===== src/rtl/rr_arb_mux_if.sv =====
// rr_arb_mux_if: producer-side channels plus consumer-side output bus of rr_arb_mux
interface rr_arb_mux_if #(
  parameter int WIDTH = 64,
  parameter int N = 4
);
  localparam int SELW = $clog2(N);
  logic [N*WIDTH-1:0] in_data;
  logic [N-1:0] in_valid;
  logic [N-1:0] in_ready;
  logic mode;
  logic [SELW-1:0] fixed_sel;
  logic [WIDTH-1:0] out_data;
  logic out_valid;
  logic [SELW-1:0] out_sel;
  logic out_ready;
  modport slave (
    input in_data, in_valid, mode, fixed_sel, out_ready,
    output in_ready, out_data, out_valid, out_sel
  );
  modport master (
    output in_data, in_valid, mode, fixed_sel, out_ready,
    input in_ready, out_data, out_valid, out_sel
  );
endinterface


===== src/rtl/rr_arb_mux.sv =====
// rr_arb_mux: N-to-1 registered mux with round-robin or fixed-select arbitration
module rr_arb_mux #(
  parameter int WIDTH = 64,
  parameter int N = 4
) (
  input logic clk,
  input logic reset,
  rr_arb_mux_if.slave bus
);
  localparam int SELW = $clog2(N);
  logic [SELW-1:0] ptr_q, ptr_d, out_sel_q, out_sel_d, gnt, idx;
  logic [WIDTH-1:0] out_data_q, out_data_d;
  logic out_valid_q, out_valid_d, gnt_vld, xfer;
  always_comb begin
    gnt = bus.fixed_sel;
    gnt_vld = bus.mode && bus.in_valid[bus.fixed_sel];
    idx = '0;
    // descending scan so the valid channel closest to ptr wins last
    for (int i = N - 1; i >= 0; i--) begin
      idx = ptr_q + SELW'(i);
      if (!bus.mode && bus.in_valid[idx]) begin
        gnt = idx;
        gnt_vld = 1'b1;
      end
    end
    xfer = gnt_vld && (!out_valid_q || bus.out_ready) && !reset;
    out_valid_d = xfer || (out_valid_q && !bus.out_ready);
    out_data_d = xfer ? bus.in_data[int'(gnt)*WIDTH +: WIDTH] : out_data_q;
    out_sel_d = xfer ? gnt : out_sel_q;
    ptr_d = (xfer && !bus.mode) ? gnt + SELW'(1) : ptr_q;
  end
  always_ff @(posedge clk) begin
    if (reset) begin
      ptr_q <= '0;
      out_sel_q <= '0;
      out_data_q <= '0;
      out_valid_q <= 1'b0;
    end else begin
      ptr_q <= ptr_d;
      out_sel_q <= out_sel_d;
      out_data_q <= out_data_d;
      out_valid_q <= out_valid_d;
    end
  end
  assign bus.in_ready = xfer ? N'(1) << gnt : '0;
  assign bus.out_data = out_data_q;
  assign bus.out_valid = out_valid_q;
  assign bus.out_sel = out_sel_q;
endmodule


===== src/flat_wrapper.sv =====
// flat-port wrapper written by rule: the top's interface ports become plain ports
module rr_arb_mux_flat 
#(
  parameter int WIDTH = 64,
  parameter int N = 4
)
  (clk, reset, bus_in_data, bus_in_valid, bus_mode, bus_fixed_sel, bus_out_ready, bus_in_ready, bus_out_data, bus_out_valid, bus_out_sel);
  rr_arb_mux_if #(.WIDTH(WIDTH), .N(N)) bus_i ();
  input logic clk;
  input logic reset;
  input wire logic [$bits(bus_i.in_data)-1:0] bus_in_data;
  input wire logic [$bits(bus_i.in_valid)-1:0] bus_in_valid;
  input wire logic [$bits(bus_i.mode)-1:0] bus_mode;
  input wire logic [$bits(bus_i.fixed_sel)-1:0] bus_fixed_sel;
  input wire logic [$bits(bus_i.out_ready)-1:0] bus_out_ready;
  output wire logic [$bits(bus_i.in_ready)-1:0] bus_in_ready;
  output wire logic [$bits(bus_i.out_data)-1:0] bus_out_data;
  output wire logic [$bits(bus_i.out_valid)-1:0] bus_out_valid;
  output wire logic [$bits(bus_i.out_sel)-1:0] bus_out_sel;
  assign bus_i.in_data = bus_in_data;
  assign bus_i.in_valid = bus_in_valid;
  assign bus_i.mode = bus_mode;
  assign bus_i.fixed_sel = bus_fixed_sel;
  assign bus_i.out_ready = bus_out_ready;
  assign bus_in_ready = bus_i.in_ready;
  assign bus_out_data = bus_i.out_data;
  assign bus_out_valid = bus_i.out_valid;
  assign bus_out_sel = bus_i.out_sel;
  rr_arb_mux #(.WIDTH(WIDTH), .N(N)) u_core (.clk(clk), .reset(reset), .bus(bus_i));
endmodule

===== config.mk =====
export PLATFORM = sky130hd
export DESIGN_NAME = rr_arb_mux_flat
export DESIGN_NICKNAME = d
export VERILOG_FILES = /design/src/rtl/rr_arb_mux_if.sv /design/src/rtl/rr_arb_mux.sv /design/src/flat_wrapper.sv
export SDC_FILE = /design/constraint.sdc
export NUM_CORES = 1
export LEC_CHECK = 0
export BUFFER_PORTS_ARGS = -buffer_cell sky130_fd_sc_hd__buf_2
export CAP_MARGIN = 30
export CORE_AREA = 2 2 132 134
export CTS_BUF_LIST = sky130_fd_sc_hd__clkbuf_8 sky130_fd_sc_hd__clkbuf_16
export CTS_CLUSTER_DIAMETER = 30
export CTS_CLUSTER_SIZE = 14
export DETAILED_ROUTE_END_ITERATION = 8
export DIE_AREA = 0 0 134 136
export PLACE_DENSITY = 0.63
export SETUP_SLACK_MARGIN = 0.5
export SYNTH_ARGS = -nofsm -noshare
export SYNTH_HDL_FRONTEND = slang
export SYNTH_SLANG_ARGS = --single-unit

===== constraint.sdc =====
create_clock -name clk -period 3.19 [get_ports clk]
set_input_delay 0.7975 -clock clk [delete_from_list [all_inputs] [get_ports clk]]
set_output_delay 0.7975 -clock clk [all_outputs]
set_load 0.05 [all_outputs]

* Word level (Yosys, flattened, before mapping)
Index checks and enable logic that the tools add are counted.
** Storage, ports and cells
- Output and inout bits :: 71
- Input bits :: 266
- Bits in registers :: 69
** Cells by class
- $add $sub $neg :: 4
- Reductions and logical operators :: 15
- Order comparisons :: 5
- Muxes and demuxes :: 19
- Shift operators :: 2
** Operators with widths (count)
- $shiftx 256x9->64 :: 1
- $lt 2x3->1 const B :: 5
- $bmux 1 s2 :: 5
- $logic_and 1x1->1 :: 9
- $mux 1 :: 9
- $mux 2 :: 4
- $add 2x1->2 const B :: 2
- $add 2x2->2 const B :: 2
- $logic_not 1->1 :: 4
- $mux 4 :: 1
- $shl 1x2->4 const A :: 1
- $logic_or 1x1->1 :: 2

* Depth between registers and ports, before layout
- Depth after elaboration :: 11
- Gate-level depth with buffers :: 11

* Least setup slack after synthesis
Ideal clock, no wire load.
- Kind :: in2out
- Start :: input bus_in_valid[2]
- End :: output bus_in_ready[2]
- Data required time :: 2.393 ns
- Arrival time :: 2.850 ns
- Slack :: -0.457 ns
- Path buffers :: 3
- Stages on the path :: 7
- Cell sequence :: buf_2 -> a21oi_1 -> o32a_1 -> or4_1 -> buf_4 -> buf_2 -> nor2_1
** On the way
- Word-level cells in the longest chain between the ends :: 10
- Elaborated cells on any way between the ends :: 27
- Those cells by class :: 1 x shift; 19 x mux; 7 x reduce/logical
** RTL lines
- start, declared :: RTL line flat_wrapper.sv:12 : input wire logic [$bits(bus_i.in_valid)-1:0] bus_in_valid;
- $bmux 1 s2, on equally long branches :: RTL line rr_arb_mux.sv:16, rr_arb_mux.sv:21
- $mux 1, on equally long branches :: RTL line rr_arb_mux.sv:16, rr_arb_mux.sv:21
- $logic_and 1x1->1, on equally long branches :: RTL line rr_arb_mux.sv:16, rr_arb_mux.sv:21
- $mux 1 (4 in a row) :: RTL line rr_arb_mux.sv:21 : if (!bus.mode && bus.in_valid[idx]) begin
- $logic_and 1x1->1 (2 in a row) :: RTL line rr_arb_mux.sv:26 : xfer = gnt_vld && (!out_valid_q || bus.out_ready) && !reset;
- $mux 4 * :: RTL line rr_arb_mux.sv:45 : assign bus.in_ready = xfer ? N'(1) << gnt : '0;
- end, declared :: RTL line flat_wrapper.sv:16 : output wire logic [$bits(bus_i.in_ready)-1:0] bus_in_ready;
Every way passes the cells marked *; elsewhere a longest branch is shown, timed or not. The select of a mux whose other input is x is not followed.

* Worst setup path in the final report
- Start :: input bus_in_valid[3]
- End :: output bus_in_ready[3]
Same word-level chain as after synthesis.

==> impl_metrics.py <==
metrics = {
    "status": {
        "outcome": "complete, no violations",
    },
    "worst_setup_path": {
        "crit_fanout": 8,
        "cp.required_ns": 2.39,
        "critical_path_class": "in -> out",
        "crit_arrival_ns": 2.30,
        "max_stage_delay_ns": 0.52,
        "worstSetupStartpointType": "input port",
        "cp_cell_sequence": "buf_12, or4b_4, a2bb2oi_4, a211oi_4, or4_4, nor2_4, buf_8",
        "cp-end-kind": "output pin",
        "cp_slowest_cell": "or4b_4",
        "rr_startpoint": "u_core.ptr_q[0]",
        "startpoint": "bus_in_valid[3]",
    },
    "grt": {
        "grt_max_degree": 73,
        "antenna_found_initial": 1,
        "grt.overflow.total": 0,
        "grt_pass1_wl_um": 26200,
        "grt_use_total": 0.182,
        "grt_pass1_vias": 5221,
    },
    "drt": {
        "dr.pass1.iters": 5,
        "routed_wl_um": 18000,
        "antenna_left": 0,
        "vias_per_cell": 4.77,
        "drt_iter0_drc": 372,
        "route.detailed.drc": 0,
        "via_count": 5746,
        "wire_per_inst_um": 15.0,
    },
    "power_and_ir_drop": {
        "intPower_mw": 2.22,
        "report.power.total_mw": 3.68,
        "power_frac_comb": 0.410,
        "ir_drop_v": 0.000230,
        "share_seq_of_total_power": 0.288,
        "swShare": 0.397,
        "leakage_nw": 3.94,
        "power_density_mw_per_mm2": 515,
        "p_sw_mw": 1.46,
        "pwr-share-clk": 0.302,
    },
    "synthesis": {
        "async_reset_ff_frac": 0,
        "synth_cell_types": 42,
        "synth_warnings": 0,
        "synth-edff-count": 0,
        "syn-cell-area_mm2": 0.00449,
        "synth_nets": 914,
        "yosysSeqAreaShare": 0.308,
        "netlist_instances": 648,
        "ys.flop_type": "dfxtp_1",
        "ys_ff_latch": 69,
        "syn_area_per_cell_um2": 6.93,
    },
    "cts": {
        "numCtsBuffers": 9,
        "clk_pin_slew_ns": 0.06,
        "cts_tree": "done",
        "root_buffer": "clkbuf_16",
        "clk_path_buf_depth": 2,
        "clock_latency_ns": 0.34,
        "ctsHoldBuffers": 0,
        "cts_sinks": 69,
        "h-tree-depth": 3,
    },
    "cells_and_area": {
        "nNetsFinal": 1239,
        "area.sequential_mm2": 0.00139,
        "drive_gt1_frac": 0.456,
        "fill_cells": 1733,
        "area_growth_pct": 59.1,
        "instances_no_fill": 1204,
        "final_cell_mix": "buf_2 (326), nand2_1 (258), a21oi_1 (103)",
        "final_common_cell": "buf_2",
        "final_area_mm2": 0.00714,
        "fin_util": 0.423,
        "multi_input_area_mm2": 0.00291,
    },
    "placed_design": {
        "dp_slack_ns": -0.0832,
        "port_buffers": 336,
        "dp_cells": 1176,
        "dp_hpwl_um": 12700,
        "gp_congestion": 0.877,
        "placed_area_mm2": 0.00647,
    },
    "timing": {
        "fin_crit_sh": 0.972,
        "final_hold_viol_count": 0,
        "max-slew-margin-rel": 0.649,
        "slew_violations": 0,
        "min_period_ns": 3.10,
        "fmax_ghz": 0.323,
        "finalSetupViolCount": 0,
        "rsz0062_at_grt": "true",
        "holdWs_ns": 0.454,
        "skew_ns": 0.00937,
        "setup-tns-final_ns": 0,
        "worstMarginPinSlew_ns": 0.526,
        "layout_setup_ws_ns": 0.0897,
    },
    "min_path": {
        "hp-class": "reg -> reg",
        "hp-start": "u_core.bus.out_data[21]",
    },
    "floorplanning": {
        "initial_core_util": 0.266,
        "placementRows": 48,
        "die_width_um": 134,
        "die_area_mm2": 0.0182,
        "core_mm2": 0.0169,
        "die_h_um": 136,
        "io_pins": 337,
    },
    "flow_run": {
        "cap_violations": 0,
    },
}
## final cells by class
type / count / share of cell area
diodes: 1 / 0.000350
clock buffers: 10 / 0.0335
clock inverters: 6 / 0.0123
inverters: 2 / 0.00105
multi-input cells: 518 / 0.407
flip-flops and latches: 69 / 0.194
well taps: 225 / 0.0394
repair buffers: 373 / 0.312
## flip-flops by register name (all words and copies together), names as in the netlist
register,count
u_core.bus.out_data,64
u_core.ptr_q,2
u_core.bus.out_valid,1
u_core.bus.out_sel,2
## worst paths after layout
kind,endpoint,slack (ns),cells after the start
min,u_core.bus.out_data[21],0.45,1
min reg2reg,u_core.bus.out_data[21],0.45,1
max,bus_in_ready[3],0.09,7
max reg2reg,u_core.bus.out_data[42],0.55,9
## metal layers
metal | GRT usage | part of all wire | up-vias
met5 | 0 | 0 | -
met4 | 0.0686 | 0.019 | 0
met3 | 0.0388 | 0.075 | 24
met2 | 0.313 | 0.49 | 246
met1 | 0.225 | 0.41 | 2606
li1 | - | - | 2870
## logic make-up (layout without fill, tap and decap cells)
logic type      after synthesis  in the layout  share of synthesized area
compound gates              219            219                      0.341
xor+xnor                      1              1                    0.00195
buf+inv                      61            391                     0.0764
flops                        69             69                      0.308
mux                           4              4                     0.0120
other cells                   0              1                          0
simple gates                294            294                      0.261
## synthesized netlist by cell type (2+ instances only)
| library cell | instances | area [um^2] |
|---|---|---|
| nand2_1 | 258 | 968 |
| a21oi_1 | 104 | 521 |
| dfxtp_1 | 69 | 1380 |
| a211o_1 | 65 | 569 |
| a21oi_2 | 30 | 263 |
| clkbuf_1 | 30 | 113 |
| buf_2 | 13 | 65.1 |
| nor2_1 | 13 | 48.8 |
| buf_4 | 7 | 52.6 |
| buf_6 | 5 | 56.3 |
| nor3_1 | 4 | 20.0 |
| nor3b_1 | 4 | 30.0 |
| a2bb2oi_1 | 3 | 26.3 |
| buf_8 | 3 | 45.0 |
| nand2b_1 | 3 | 18.8 |
| nor2b_1 | 3 | 18.8 |
| or2_2 | 3 | 18.8 |
| a211oi_1 | 2 | 15.0 |
| a21boi_0 | 2 | 15.0 |
| inv_1 | 2 | 7.51 |
| mux2i_1 | 2 | 20.0 |
| o211ai_2 | 2 | 25.0 |
| o21ai_0 | 2 | 10.0 |
## power by group through the flow
| stage | clock network, mW | registers [mW] | logic, mW |
|---|---|---|---|
| after floorplan | 0 | 1.51 | 0.564 |
| after global placement | 0 | 1.08 | 1.42 |
| after detailed placement | 0 | 1.08 | 1.43 |
| after CTS | 1.15 | 1.06 | 1.48 |
| after global routing | 1.18 | 1.08 | 1.62 |
| final | 1.11 | 1.06 | 1.51 |
## what timing repair did
item	4_1_cts	5_1_grt
pin swaps	8	8
buffers inserted	3	5
endpoints found under the setup margin	68	42
cloned	2	1
gates resized for setup	35	11
## critical path, delay by kind of cell
kind	cells	cell delay, ns
AO/OA/AOI/OAI	2	0.43
buffers and inverters	2	0.27
AND/OR/NAND/NOR	3	0.79
Power figures use the tool's default switching activity.
